## src/rtl/regfile_param.sv

```systemverilog
// Two-read / one-write register file with registered read data, same-cycle write bypass,
// and a self-clearing start-up walk that zeroes every entry before the ports go live.
module regfile_param #(
  parameter int DATA_W   = 32,
  parameter int DEPTH    = 16,
  parameter int ADDR_W   = 5,
  parameter int ZERO_REG = 0
) (
  input  logic              clk,
  input  logic              rst,
  input  logic              rd_en1,
  input  logic              rd_en2,
  input  logic [ADDR_W-1:0] rd_addr1,
  input  logic [ADDR_W-1:0] rd_addr2,
  output logic [DATA_W-1:0] rd_data1,
  output logic [DATA_W-1:0] rd_data2,
  input  logic              wr_en,
  input  logic              wr_sel,
  input  logic [ADDR_W-1:0] wr_addr,
  input  logic [DATA_W-1:0] wr_data,
  output logic              busy
);

  localparam int IDX_W = (DEPTH > 1) ? $clog2(DEPTH) : 1;
  localparam logic [ADDR_W:0]  DEPTH_A  = (ADDR_W+1)'(DEPTH);
  localparam logic [IDX_W-1:0] PTR_LAST = IDX_W'(DEPTH - 1);

  typedef enum logic {CLEAR = 1'b0, READY = 1'b1} state_t;

  state_t            state, state_nx;
  logic [IDX_W-1:0]  ptr;
  logic [DATA_W-1:0] mem [DEPTH];
  logic [ADDR_W-1:0] wr_addr_eff;
  logic              wr_fire;
  logic [DATA_W-1:0] rd_word1, rd_word2;

  // An address is "live" when it maps to a real, writable entry; the hard-wired
  // zero entry and out-of-range addresses both read as 0 and swallow writes.
  function automatic logic live(input logic [ADDR_W-1:0] a);
    return ({1'b0, a} < DEPTH_A) && !((ZERO_REG != 0) && (a == '0));
  endfunction

  function automatic logic [IDX_W-1:0] idx(input logic [ADDR_W-1:0] a);
    return a[IDX_W-1:0];
  endfunction

  function automatic logic [DATA_W-1:0] read_word(input logic [ADDR_W-1:0] a);
    if (!live(a))
      return '0;
    else if (wr_fire && (wr_addr_eff == a))
      return wr_data;
    else
      return mem[idx(a)];
  endfunction

  always_ff @(posedge clk) begin
    if (rst) begin
      state <= CLEAR;
      ptr   <= '0;
    end else begin
      state <= state_nx;
      if (state == CLEAR)
        ptr <= ptr + 1'b1;
    end
  end

  always_comb begin
    state_nx = state;
    if ((state == CLEAR) && (ptr == PTR_LAST))
      state_nx = READY;
  end

  always_comb begin
    busy = (state == CLEAR);
  end

  assign wr_addr_eff = wr_sel ? rd_addr2 : wr_addr;
  assign wr_fire     = !rst && (state == READY) && wr_en && live(wr_addr_eff);
  assign rd_word1    = read_word(rd_addr1);
  assign rd_word2    = read_word(rd_addr2);

  always_ff @(posedge clk) begin
    if (!rst && (state == CLEAR))
      mem[ptr] <= '0;
    else if (wr_fire)
      mem[idx(wr_addr_eff)] <= wr_data;
  end

  // Read stage: registered outputs, forced to 0 while the array is not yet valid.
  always_ff @(posedge clk) begin
    if (rst || (state == CLEAR)) begin
      rd_data1 <= '0;
      rd_data2 <= '0;
    end else begin
      if (rd_en1)
        rd_data1 <= rd_word1;
      if (rd_en2)
        rd_data2 <= rd_word2;
    end
  end

endmodule

```

## config.mk

```make
export PLATFORM = sky130hd
export DESIGN_NAME = regfile_param
export DESIGN_NICKNAME = d
export VERILOG_FILES = /design/src/rtl/regfile_param.sv
export SDC_FILE = /design/constraint.sdc
export NUM_CORES = 1
export LEC_CHECK = 0
export ABC_AREA = 1
export BUFFER_PORTS_ARGS = -buffer_cell sky130_fd_sc_hd__buf_2
export CORE_ASPECT_RATIO = 1.25
export CORE_UTILIZATION = 50
export CTS_CLUSTER_DIAMETER = 150
export DETAILED_ROUTE_END_ITERATION = 6
export PLACE_DENSITY = 0.69
export SYNTH_ARGS = -nofsm -noshare
export SYNTH_HDL_FRONTEND = slang
export SYNTH_SLANG_ARGS = --single-unit
```

## constraint.sdc

```tcl
create_clock -name clk -period 3.17 [get_ports clk]
set_input_delay 0.634 -clock clk [delete_from_list [all_inputs] [get_ports clk]]
set_output_delay 0.634 -clock clk [all_outputs]
set_load 0.01 [all_outputs]
```

# Yosys cells after proc, flatten, opt, wreduce, memory -nomap -nowiden
# Memories as Yosys holds them, arrays and structs flattened.
# Cells that the tools add are included.
# word_totals
elab_cells	36
regBits	69
ramBits	512
out_inout_bits	65
mem_count	1
inputBits	53
# classes
bitwise	1
n_eq_ne	3
muxes	13
order_cmp	3
n_reduce_logical	10
addsub	1
# mem_list
memory	words	width	rd	rd_ports_with_merged_regs	wr	line_no	text
mem	16	32	2	0	1	32	logic [DATA_W-1:0] mem [DEPTH];
# op_table
operator	count
$mux 32	5
$reduce_or 32->1	1
$lt 5x5->1 const B	3
$eq 5x5->1	2
$logic_and 1x1->1	7
$mux 1	6
$mux 5	1
$add 4x1->4 const B	1
$eq 4x4->1 const B	1
$mux 4	1
$logic_not 1->1	1
$logic_or 1x1->1	1
$not 1->1	1

# Depth between registers and ports, before layout
# logic_depth
word_depth	9
mapped_depth	12

# Worst setup path before layout
# OpenSTA, ideal clock, no wires.
# synth_timing
path_kind	input to register
startpoint	input wr_sel
endpoint	memory mem[4][0], enable pin
stages	10
t_required_ns	2.749
arrival_ns	2.973
slack_ns	-0.224
cell_sequence	buf_6 inv_4 nand2_1 nand2_1 and2_4 inv_2 buf_4 o21ai_0 nand3_1 nor2_1
# synth_via
elab_chain_len	8
elab_cells_between_ends	9
# synth_rtl
element	line_no	text
from (decl)	18	input logic wr_sel,
$mux 5 (*)	77	assign wr_addr_eff = wr_sel ? rd_addr2 : wr_addr;
$lt 5x5->1	40	return ({1'b0, a} < DEPTH_A) && !((ZERO_REG != 0) && (a == '0));
$logic_and 1x1->1	78	assign wr_fire = !rst && (state == READY) && wr_en && live(wr_addr_eff);
$mux 1	85	else if (wr_fire)
$mux 1	83	if (!rst && (state == CLEAR))
$mux 1 (not written as such)	86	mem[idx(wr_addr_eff)] <= wr_data;
$reduce_or 32->1 (no source line)	-	
$mux 4 (no source line) or $mux 1 (tied branches)	-	
to (decl)	32	
# Mark *: on every way between the ends. The rest lies on a longest branch, timed or not.

# Worst setup path after layout
# layout_timing
startpoint	register state
endpoint	memory mem[8][17], enable pin
# layout_via
elab_chain_len	8
elab_cells_between_ends	13
# layout_rtl
element	line_no	text
from (decl)	30	state_t state, state_nx;
from (signal assigned)	61	state <= state_nx;
$logic_and 1x1->1 (3 in series)	78	
$mux 1	85	
$mux 1	83	
$mux 1 (not written as such)	86	
$reduce_or 32->1 (no source line)	-	
$mux 4 (no source line) or $mux 1 (tied branches)	-	
# Parallel ways exist; a longest one is shown, timed or not.

==> run metrics <==
Worst VDD drop=433 µV; vias in the first global route=25.6k; initial antenna violation count=1; max cap viols=0; worst r2r src=state$_SDFFE_PP0P_; critical path type=reg -> reg; Post-synth EDFFs=between 500 and 600; largest net degree at the start of global routing=roughly 150; Final period util=between 80% and 90%; Num CTS Buffers=57; FF/Latch Area=16800 µm²; Worst Max-Slew Pin Slew=around 1.1 ns; Top-Level Pins=approximately 120; Pleak=~13 nW; overall routed net length=102000 µm; run status=completed; synth top area cells=edfxtp_1 53%, nand3_1 17%, nand2_1 16%, dfxtp_1 4.8%, buf_2 2.0%; Initial Util=around half; DRT iter0 DRCs=between 4k and 5k; worst r2r dst=mem[8][17]$_DFFE_PP_; CTS tree=yes; Synth Flop Type=edfxtp_1; CP Launch Type=register; worst rel slew slack=about 23%; hold depth=2; min-delay worst type=in -> reg; row count=98; cts repair resizes=0; die height=about 270 µm; Final GP Congestion=0.923; pwr dens=a little over 500 nW/µm²; #FFs+latches synth=a little under 600; Worst Clk Skew=approximately 0.028 ns; DR DRC count=0; # fillers=4936; Hold Crit Endpoint=ptr[1]$_SDFFE_PP0N_; first-pass GRT wire length=approximately 150000 µm; core box area=57100 µm²; Clock transition at path regs=about 0.070 ns; port bufs=around 120; Mapped Nets=about 3.4k; # setup viols final=0; Worst EP required=about 3.4 ns; post-synthesis cell type count=27; area fraction of the dominant cell type after synthesis=a little over half; WL/cell=24.6 µm; Fmax=approximately 370 MHz; Root Driver=clkbuf_16; Mapped Cells=3334; area grow syn2layout=11.7%; RSZ-0062 raised after global routing=no; flop-to-flop setup slack=about 0.49 ns; FF-to-FF path depth=9; most common cell in the netlist=nand2_1; grt ovf=0; vias=approximately 26k; Setup Fix Bufs, Post-CTS=0; die area=approximately 59000 µm²; min-delay src=rst; Die Wd=~220 µm; Post-synth ARST share=0%; Total Routing Usage GR=approximately a third; cts hold-fix bufs=0; # H-tree levels=2; post-synth top area cell=edfxtp_1; First-pass DRT Iterations=6; Synth Warn #=0; sequential fraction of the synthesis area=~58%; layout cell share with drive strength beyond 1=roughly a tenth; fin worst setup slack=around 0.49 ns; post-DP HPWL=about 58000 µm; Clock Sinks=581; synthesized area=approximately 29000 µm²; Setup WS pre-CTS=0.114 ns; Final Instance Count excl. Fillers=approximately 4.1k; Mapped Avg Cell Area=about 8.6 µm²; Min Clock Period, post-route=2.68 ns; final net count=approximately 3.4k; Clock Path Buffers=3; Arrival @ worst endpoint=2.93 ns; routed vias/inst=around 6.4; Placed Instances=between 4k and 5k; clock latency on the worst-skew pair=0.63 ns; most frequent cells after synthesis=1255 x nand2_1, 1003 x nand3_1, 512 x edfxtp_1, 116 x buf_2, 72 x clkbuf_1; worst-path maximum fanout=23; Fin. Hold Viols=0; Multi-input gate area=10800 µm²; Setup crit end kind=register; Slew Viols, Final=0; Post-DRT Antenna Nets=0
-- through the flow --
stage / total power, W / hold WS, ns / cell area [µm²] / TNS, ns / util [%]
final: 0.0166 / 0.247 / 32200 / 0 / 56.4
after global routing: 0.0170 / 0.244 / 32200 / 0 / 56.4
after CTS: 0.0166 / 0.220 / 32200 / 0 / 56.4
after detailed placement: 0.0100 / 0.452 / 30400 / 0 / 53.2
after global placement: 0.0100 / 0.448 / 30400 / 0 / 53.2
after floorplan: 0.00943 / 0.463 / 28800 / -114.15 / -
-- worst max-delay path by stage --
stage / startpoint / end / slack [ns] / depth (start not counted)
final: state$_SDFFE_PP0P_ / mem[8][17]$_DFFE_PP_ / 0.49 / 9
after global routing: state$_SDFFE_PP0P_ / mem[8][17]$_DFFE_PP_ / 0.34 / 9
after CTS: state$_SDFFE_PP0P_ / mem[8][10]$_DFFE_PP_ / 0.52 / 9
after detailed placement: wr_sel / mem[8][26]$_DFFE_PP_ / 0.11 / 11
after global placement: rst / mem[8][26]$_DFFE_PP_ / 0.13 / 11
after floorplan: wr_sel / mem[4][0]$_DFFE_PP_ / -0.22 / 10
-- worst max-delay path, cell delays in order, from the launching register on --
cell and delay, ns:
dfxtp_1 0.42, nand2_2 0.11, nor2_1 0.12, and2_4 0.17, inv_2 0.09, buf_4 0.21
o21ai_0 0.18, nand3_1 0.39, nor2_4 0.20, buf_4 0.42
-- flip-flops by register name, indices dropped and copies added (netlist names) --
signal,flops
ptr,4
rd_data1,32
state,1
mem,512
rd_data2,32
-- where the power goes --
part	internal [W]	leakage, nW	switching, W
sequential	0.00829	6.10	0.0000326
combinational	0.000417	5.55	0.00120
clock	0.00370	0.873	0.00300
-- cells in the final DEF (no fill, tap or decap), types with 3 or more instances in the layout --
cell type,synthesis,final
clkinv_1,0,6
o21ai_1,3,3
nor2_4,3,22
nand2_1,1255,1253
inv_6,0,5
nand3_1,1003,1003
a21oi_1,68,68
o21ai_0,5,5
nor2_1,56,38
clkbuf_16,0,57
clkinvlp_4,0,5
buf_2,116,113
inv_1,53,48
inv_4,1,4
nand4_1,32,32
clkinv_2,0,12
buf_4,11,73
clkbuf_8,0,3
clkbuf_1,72,11
bufinv_16,0,4
buf_12,0,27
edfxtp_1,512,512
dfxtp_1,69,69
inv_2,6,7
-- logic make-up after synthesis --
| group | Yosys count | share of synthesized area [%] |
|---|---|---|
| flops | 581 | 58.1 |
| buf+inv | 317 | 4.96 |
| simple gates | 2357 | 35.5 |
| fa+ha+maj | 1 | 0.0434 |
| compound gates | 78 | 1.37 |
-- layer usage --
layer	GRT usage [%]	part of all wire (%)	wire, µm
met5	0	0	0
met4	18.3	5.7	5780
met1	44.2	36	37000
met2	53.8	45	46200
met3	8.30	13	13100
-- final cells by class --
type / count / area share [%]
repair buffers: 215 / 5.21
diodes: 1 / 0.00777
clock buffers: 71 / 4.69
clock inverters: 32 / 0.874
multi-input cells: 2436 / 33.5
flip-flops and latches: 581 / 52.0
inverters: 60 / 0.754
well taps: 750 / 2.91
Power figures use the tool's default switching activity.
